File: config.mk
export PLATFORM = sky130hd
export DESIGN_NAME = apb_master_arbiter
export DESIGN_NICKNAME = d
export VERILOG_FILES = /design/src/rtl/apb_master_arbiter.sv
export SDC_FILE = /design/constraint.sdc
export NUM_CORES = 1
export LEC_CHECK = 0
export CORE_UTILIZATION = 25
export CTS_CLUSTER_DIAMETER = 100
export DETAILED_ROUTE_END_ITERATION = 12
export GPL_ROUTABILITY_DRIVEN = 0
export SETUP_SLACK_MARGIN = 0.3
export SLEW_MARGIN = 5
export SYNTH_ARGS = -nofsm -noshare
export SYNTH_HDL_FRONTEND = slang
export SYNTH_SLANG_ARGS = --single-unit
File: constraint.sdc
create_clock -name Hclk -period 2.8 [get_ports Hclk]
set_input_delay 0.42 -clock Hclk [delete_from_list [all_inputs] [get_ports Hclk]]
set_output_delay 0.42 -clock Hclk [all_outputs]
set_load 0.05 [all_outputs]
File: src/rtl/apb_master_arbiter.sv
// apb_master_arbiter
// Shares one APB bus between two requesters (m0: bridge path, m1: config/debug
// path) with round-robin arbitration, decodes the slave select from the
// address, runs zero-wait-state SETUP/ACCESS phases and returns completion,
// read data and decode-error status to whichever requester was granted.
module apb_master_arbiter #(
  parameter logic [31:0] BASE = 32'h8000_0000
) (
  input  logic        Hclk,
  input  logic        Hreset,
  input  logic        m0_valid,
  output logic        m0_ready,
  input  logic        m0_write,
  input  logic [31:0] m0_addr,
  input  logic [31:0] m0_wdata,
  output logic        m0_done,
  output logic [31:0] m0_rdata,
  output logic        m0_err,
  input  logic        m1_valid,
  output logic        m1_ready,
  input  logic        m1_write,
  input  logic [31:0] m1_addr,
  input  logic [31:0] m1_wdata,
  output logic        m1_done,
  output logic [31:0] m1_rdata,
  output logic        m1_err,
  output logic [3:0]  Pselx,
  output logic        Penable,
  output logic        Pwrite,
  output logic [31:0] Paddr,
  output logic [31:0] Pwdata,
  input  logic [31:0] Prdata
);

  typedef enum logic [1:0] {
    ST_IDLE   = 2'd0,
    ST_SETUP  = 2'd1,
    ST_ACCESS = 2'd2,
    ST_ERROR  = 2'd3
  } state_e;

  state_e      state_q, state_d;
  logic        last_grant_q, last_grant_d;  // 1 = m1 was granted most recently
  logic        id_q, id_d;                  // requester owning the current transfer
  logic [3:0]  pselx_q, pselx_d;
  logic        penable_q, penable_d;
  logic        pwrite_q, pwrite_d;
  logic [31:0] paddr_q, paddr_d;
  logic [31:0] pwdata_q, pwdata_d;
  logic        m0_done_q, m0_done_d, m0_err_q, m0_err_d;
  logic        m1_done_q, m1_done_d, m1_err_q, m1_err_d;
  logic [31:0] m0_rdata_q, m0_rdata_d, m1_rdata_q, m1_rdata_d;

  logic        slot_s;
  logic        accept_s;
  logic        win_s;
  logic        win_write_s;
  logic [31:0] win_addr_s;
  logic [31:0] win_wdata_s;
  logic        win_inwin_s;

  // One-hot slave select from the two slave-index address bits.
  function automatic logic [3:0] slave_decode(input logic [1:0] idx);
    slave_decode = 4'b0001 << idx;
  endfunction

  // Address falls inside the APB window when the top six bits match BASE.
  function automatic logic in_window(input logic [31:0] addr);
    in_window = (addr[31:26] == BASE[31:26]);
  endfunction

  // Arbitration: pick the winner of the current accept slot and raise its ready.
  always_comb begin
    slot_s      = 1'b0;
    win_s       = 1'b0;
    if (!Hreset && ((state_q == ST_IDLE) || (state_q == ST_ACCESS))) begin
      slot_s = 1'b1;
    end else begin
      slot_s = 1'b0;
    end
    if (m0_valid && m1_valid) begin
      win_s = ~last_grant_q;
    end else if (m1_valid) begin
      win_s = 1'b1;
    end else begin
      win_s = 1'b0;
    end
    accept_s    = slot_s && (m0_valid || m1_valid);
    m0_ready    = accept_s && !win_s;
    m1_ready    = accept_s && win_s;
    win_write_s = win_s ? m1_write : m0_write;
    win_addr_s  = win_s ? m1_addr  : m0_addr;
    win_wdata_s = win_s ? m1_wdata : m0_wdata;
    win_inwin_s = in_window(win_addr_s);
  end

  // State register with synchronous reset.
  always_ff @(posedge Hclk) begin
    if (Hreset) begin
      state_q <= ST_IDLE;
    end else begin
      state_q <= state_d;
    end
  end

  // Next-state logic: accept slots branch to SETUP or ERROR, otherwise fall back to IDLE.
  always_comb begin
    state_d = state_q;
    case (state_q)
      ST_IDLE, ST_ACCESS: begin
        if (accept_s) begin
          state_d = win_inwin_s ? ST_SETUP : ST_ERROR;
        end else begin
          state_d = ST_IDLE;
        end
      end
      ST_SETUP: state_d = ST_ACCESS;
      ST_ERROR: state_d = ST_IDLE;
      default:  state_d = ST_IDLE;
    endcase
  end

  // Output logic: next values of the bus, capture and completion registers.
  always_comb begin
    last_grant_d = last_grant_q;
    id_d         = id_q;
    pselx_d      = 4'b0000;
    penable_d    = 1'b0;
    pwrite_d     = pwrite_q;
    paddr_d      = paddr_q;
    pwdata_d     = pwdata_q;
    m0_done_d    = 1'b0;
    m0_err_d     = 1'b0;
    m0_rdata_d   = 32'h0000_0000;
    m1_done_d    = 1'b0;
    m1_err_d     = 1'b0;
    m1_rdata_d   = 32'h0000_0000;

    if (accept_s) begin
      id_d         = win_s;
      last_grant_d = win_s;
    end else begin
      id_d         = id_q;
      last_grant_d = last_grant_q;
    end

    // Out-of-window requests leave the bus fields untouched: no APB activity.
    if (state_q == ST_SETUP) begin
      pselx_d   = pselx_q;
      penable_d = 1'b1;
    end else if (accept_s && win_inwin_s) begin
      pselx_d  = slave_decode(win_addr_s[25:24]);
      pwrite_d = win_write_s;
      paddr_d  = win_addr_s;
      pwdata_d = win_wdata_s;
    end else begin
      pselx_d   = 4'b0000;
      penable_d = 1'b0;
    end

    case (state_q)
      ST_ACCESS: begin
        if (id_q) begin
          m1_done_d  = 1'b1;
          m1_rdata_d = pwrite_q ? 32'h0000_0000 : Prdata;
        end else begin
          m0_done_d  = 1'b1;
          m0_rdata_d = pwrite_q ? 32'h0000_0000 : Prdata;
        end
      end
      ST_ERROR: begin
        if (id_q) begin
          m1_done_d = 1'b1;
          m1_err_d  = 1'b1;
        end else begin
          m0_done_d = 1'b1;
          m0_err_d  = 1'b1;
        end
      end
      default: begin
        m0_done_d = 1'b0;
        m1_done_d = 1'b0;
      end
    endcase
  end

  // Registered outputs and captured request fields; reset drops any in-flight transfer.
  always_ff @(posedge Hclk) begin
    if (Hreset) begin
      last_grant_q <= 1'b1;
      id_q         <= 1'b0;
      pselx_q      <= 4'b0000;
      penable_q    <= 1'b0;
      pwrite_q     <= 1'b0;
      paddr_q      <= 32'h0000_0000;
      pwdata_q     <= 32'h0000_0000;
      m0_done_q    <= 1'b0;
      m0_err_q     <= 1'b0;
      m0_rdata_q   <= 32'h0000_0000;
      m1_done_q    <= 1'b0;
      m1_err_q     <= 1'b0;
      m1_rdata_q   <= 32'h0000_0000;
    end else begin
      last_grant_q <= last_grant_d;
      id_q         <= id_d;
      pselx_q      <= pselx_d;
      penable_q    <= penable_d;
      pwrite_q     <= pwrite_d;
      paddr_q      <= paddr_d;
      pwdata_q     <= pwdata_d;
      m0_done_q    <= m0_done_d;
      m0_err_q     <= m0_err_d;
      m0_rdata_q   <= m0_rdata_d;
      m1_done_q    <= m1_done_d;
      m1_err_q     <= m1_err_d;
      m1_rdata_q   <= m1_rdata_d;
    end
  end

  assign Pselx    = pselx_q;
  assign Penable  = penable_q;
  assign Pwrite   = pwrite_q;
  assign Paddr    = paddr_q;
  assign Pwdata   = pwdata_q;
  assign m0_done  = m0_done_q;
  assign m0_err   = m0_err_q;
  assign m0_rdata = m0_rdata_q;
  assign m1_done  = m1_done_q;
  assign m1_err   = m1_err_q;
  assign m1_rdata = m1_rdata_q;

endmodule
; ---- Word-level counts from Yosys, hierarchy flattened
; Index checks and enable logic that the tools add are counted.
[op_classes]
mux = 14
reduce_logical = 18
eq_ne = 4
bitwise_logic = 6
n_shift = 1
[ops]
columns = operator, count
row1 = $mux 32, 3
row2 = $reduce_or 2->1, 4
row3 = $mux 1, 7
row4 = $eq 6x6->1 const B, 1
row5 = $logic_and 1x1->1, 6
row6 = $not 1->1, 6
row7 = $pmux 2 s3, 1
row8 = $reduce_or 3->1, 2
row9 = $eq 2x2->1 const B, 2
row10 = $mux 2, 2
row11 = $mux 4, 1
row12 = $shl 1x2->4 const A, 1
row13 = $eq 2x1->1 const B, 1
row14 = $logic_not 1->1, 2
row15 = $logic_not 2->1, 1
row16 = $logic_or 1x1->1, 2
row17 = $reduce_and 2->1, 1
[totals]
ff_bits = 142
output_inout_bits = 140
input_bits = 166

; ---- Depth between registers and ports, before layout
; Gate-level depths: netlist of the first run.
[depth]
ltp_word = 7
mapped_depth = 8

; ---- Least setup slack after synthesis of the first run
; No wires, ideal clock.
[synth_path]
kind = input-to-output
from = input port m1_valid
to = output port m1_ready
cell_stages = 4
setup_slack_ns = 0.406
arrival_ns = 1.974
cell_sequence = a21boi_0 clkbuf_1 clkbuf_1 nor2b_1
[synth_between]
elab_chain_len = 3
elab_cells_between_ends = 6
[synth_lines]
columns = element, line_no
row1 = "start, declared", 19  ; input logic m1_valid,
row2 = $mux 1 (tied with other cells), 83  ; end else if (m1_valid) begin
row3 = $mux 1 / $logic_and 1x1->1 (equally long branches), "81, 88"
row4 = $logic_and 1x1->1 *, 90  ; m1_ready = accept_s && win_s;
row5 = "end, declared", 20  ; output logic m1_ready,
; Mark *: on every way between the ends. The rest lies on a longest branch, timed or not.

; ---- Worst setup path in the final report of the first run
[layout_path]
from = input port m0_addr[26]
to = register paddr_q[15] (netlist: Paddr[15])
[layout_between]
elab_chain_len = 4
[layout_lines]
columns = element, line_no
row1 = "start, declared", 14  ; input logic [31:0] m0_addr,
row2 = $mux 32, 92  ; win_addr_s = win_s ? m1_addr : m0_addr;
row3 = $eq 6x6->1, 69  ; in_window = (addr[31:26] == BASE[31:26]);
row4 = $logic_and 1x1->1, 151  ; end else if (accept_s && win_inwin_s) begin
row5 = $reduce_and 2->1 (no source line), n/a
row6 = "end signal, assigned", 209  ; paddr_q <= paddr_d;
row7 = "end, declared", 48  ; logic [31:0] paddr_q, paddr_d;
; Every way passes these cells.
; A chain may end at the register's enable or synchronous reset.

==> results.md, run 1 <==
* CTS tree: built
* Share of post-route cells with drive strength above 1 at 14.3%
* FF+latch count, synth at 142
* DR iter-0 viols at 136
* IO Port Bufs at 305
* CTS root buf: clkbuf_16
* Crit path launch type: primary input
* Storage cell area at 0.00284 mm^2
* Via count at 5072
* Synth unique cells at 29
* Status: finished clean
* Core Region at 0.0213 mm^2
* Total track usage at 16.1%
* Post-route cell area at 0.00954 mm^2
* WP data required at 3.07 ns
* Met1 usage at 19.8%
* Slew HR at 49.9%
* RSZ-0062 raised after global routing: true
* Reg clk slew, reported paths at 0.06 ns
* Type of the most critical hold path: flip-flop to flip-flop
* Cts hold-fix bufs at 0
* Width of the die at 150 um
* Period utilization at 86.6%
* Largest cells by area after synthesis: dfxtp_1 52%, a211oi_1 16%, mux2_2 12%
* Layout net count at 1032
* WP data arrival at 2.69 ns
* H-tree depth at 4
* Worst-margin pin slew at 0.749 ns
* Cell count of the worst reg-to-reg path at 6
* Vias per cell at 4.40
* Final Power at 0.00498 W
* Largest net degree at the start of global routing at 41
* Post-synth top area share at 51.8%
* Post-detail-place hpwl at 12800 um
* Grt total ovfl at 0
* Drt first pass iters at 4
* N_diodes at 0
* Final setup fails at 0
* Placed Area at 0.00891 mm^2
* Most frequent cells after synthesis: 142 x dfxtp_1, 117 x a211oi_1, 68 x nor2_1
* Vias in the first global route at 5027
* Clock Path Buffers at 2
* Inserted Clock Buffers at 17
* Total clock sinks at 142
* Skew final at 0.00890 ns
* First-pass GRT wire length at 27600 um
* Fillcell total at 2065
* Syn Inst Count at 567
* Crit end category: flip-flop
* Yosys top cell by area: dfxtp_1
* Post-synth EDFFs at 0
* Met3 Use GR at 5.42%
* Synth Flop Type: dfxtp_1
* Syn_nets at 733
* Final ANT Viol Nets at 0
* Final hold violation count at 0
* Max Clk Rate at 412 MHz
* I/O pins at 306
* Synthesized area per cell at 9.69 um^2
* Clock latency on the worst-skew pair at 0.41 ns
* Post-synthesis sequential area ratio at 51.8%
* Min Clock Period, post-route at 2.42 ns
* Multi-input logic area at 0.00221 mm^2
* Initial antenna violation count at 0
* Synth warn at 0
* Synth-to-Final Area Change at 73.7%
* VDD IR max at 0.273 mV
* Pleak at 3.40 nW
* Cell Pwr Density at 522 mW/mm^2
* DRC at 0
* Die extent in y at 150 um
* Post-synth ARST share at 0%
* Most numerous cell in the Yosys netlist: dfxtp_1
* GR Util met2 at 26.2%
* # rows at 53
* Max-slew violations at 0
* Maximum net fanout on the critical path at 35
* Die footprint at 0.0226 mm^2
* Starting Density at 25.8%
* Cell area after synthesis at 0.00549 mm^2
* Crit Path Class: primary input to flip-flop
* Max-cap violations at 0
* Global route hottest layer: met2
* WL final at 18200 um
* Drt wl/cell at 15.8 um
* WHS Path Cells at 2
==> cell families after synthesis <==
kind of cell	Yosys count	synth area share, %
simple gates	123	9.62
buf+inv	111	8.57
flops	142	51.8
mux	60	12.3
compound gates	131	17.8
==> critical path, stage by stage <==
cell	delay [ns]
clkdlybuf4s50_1	0.39
or4_1	0.50
or4b_2	0.67
buf_4	0.30
a211oi_1	0.30
a211oi_1	0.08
==> final timing paths <==
check | startpoint | end | slack [ns]
worst max-delay path | m0_addr[26] | Paddr[15]$_SDFFE_PP0P_ | 0.38
worst min-delay path | Pwdata[23]$_SDFFE_PP0P_ | Pwdata[23]$_SDFFE_PP0P_ | 0.46
worst max register to register | last_grant_q$_SDFFE_PP1P_ | Paddr[15]$_SDFFE_PP0P_ | 0.60
worst min register to register | Pwdata[23]$_SDFFE_PP0P_ | Pwdata[23]$_SDFFE_PP0P_ | 0.46
==> through the flow <==
stage	cells	util (%)	hold WS, ns	setup TNS, ns	setup slack (ns)
after floorplan	567	-	0.434	0	0.406
after global placement	1120	41.9	0.437	-0.196	-0.0231
after detailed placement	1120	41.9	0.446	-0.917	-0.0483
after CTS	1153	44.7	0.457	0	0.304
after global routing	1154	44.8	0.468	0	0.281
final	1154	44.8	0.455	0	0.375
==> power by group <==
group	switching [W]	leakage [nW]	internal, W	total, W
sequential	0.0000140	1.15	0.00205	0.00207
combinational	0.000312	1.97	0.000381	0.000692
clock	0.00101	0.285	0.00121	0.00222
==> sequential cells by signal, summed over array words and instances (netlist names), 2 cells and up <==
| signal | cells |
|---|---|
| m0_rdata | 32 |
| state_q | 2 |
| Paddr | 32 |
| Pwdata | 32 |
| m1_rdata | 32 |
| Pselx | 4 |
==> layout make-up <==
type                            count  area share, %
Clock buffer                       18           4.60
Clock inverter                     14           1.53
Inverter                           61           2.40
Multi-Input combinational cell    314           23.1
Sequential cell                   142           29.8
Tap cell                          275           3.61
Timing Repair Buffer              330           34.9
==> layer usage <==
| layer | up-vias | part of all wire, % |
|---|---|---|
| met5 | - | 0 |
| met4 | 0 | 1.5 |
| met3 | 19 | 7.8 |
| met2 | 198 | 47 |
| met1 | 2312 | 44 |
| li1 | 2543 | - |
==> repair_timing <==
action / 4_1_cts / 5_1_grt
setup buffers: 1 / 0
endpoints found under the setup margin: 1 / 4
resized for setup: 1 / 1
hold endpoints to repair: 0 / 0
cloned: 0 / 1
==> cell usage in the layout (no fill, tap or decap), types with 4 or more instances in the layout <==
| master | n |
|---|---|
| inv_1 | 61 |
| clkdlybuf4s50_1 | 302 |
| inv_8 | 4 |
| dfxtp_1 | 142 |
| nand2b_1 | 4 |
| nand2_1 | 36 |
| nor2_1 | 68 |
| nor3b_1 | 7 |
| inv_6 | 4 |
| clkbuf_16 | 18 |
| buf_4 | 20 |
| mux2_2 | 59 |
| buf_12 | 5 |
| a211oi_1 | 116 |
No activity file was read; power rests on OpenSTA's default activity.
==> run 2: changes to the inputs <==
--- a/config.mk
+++ b/config.mk
@@ -14,3 +14,4 @@
 export SYNTH_ARGS = -nofsm -noshare
 export SYNTH_HDL_FRONTEND = slang
 export SYNTH_SLANG_ARGS = --single-unit
+export TNS_END_PERCENT = 5
==> results of run 2 <==
No change in the layout: final DEF, timing and power equal those of run 1.
==> run 3: changes to the inputs <==
--- a/config.mk
+++ b/config.mk
@@ -5,6 +5,7 @@
 export SDC_FILE = /design/constraint.sdc
 export NUM_CORES = 1
 export LEC_CHECK = 0
+export CAP_MARGIN = 5
 export CORE_UTILIZATION = 25
 export CTS_CLUSTER_DIAMETER = 100
 export DETAILED_ROUTE_END_ITERATION = 12
==> results of run 3 <==
No change in the layout: final DEF, timing and power equal those of run 1.
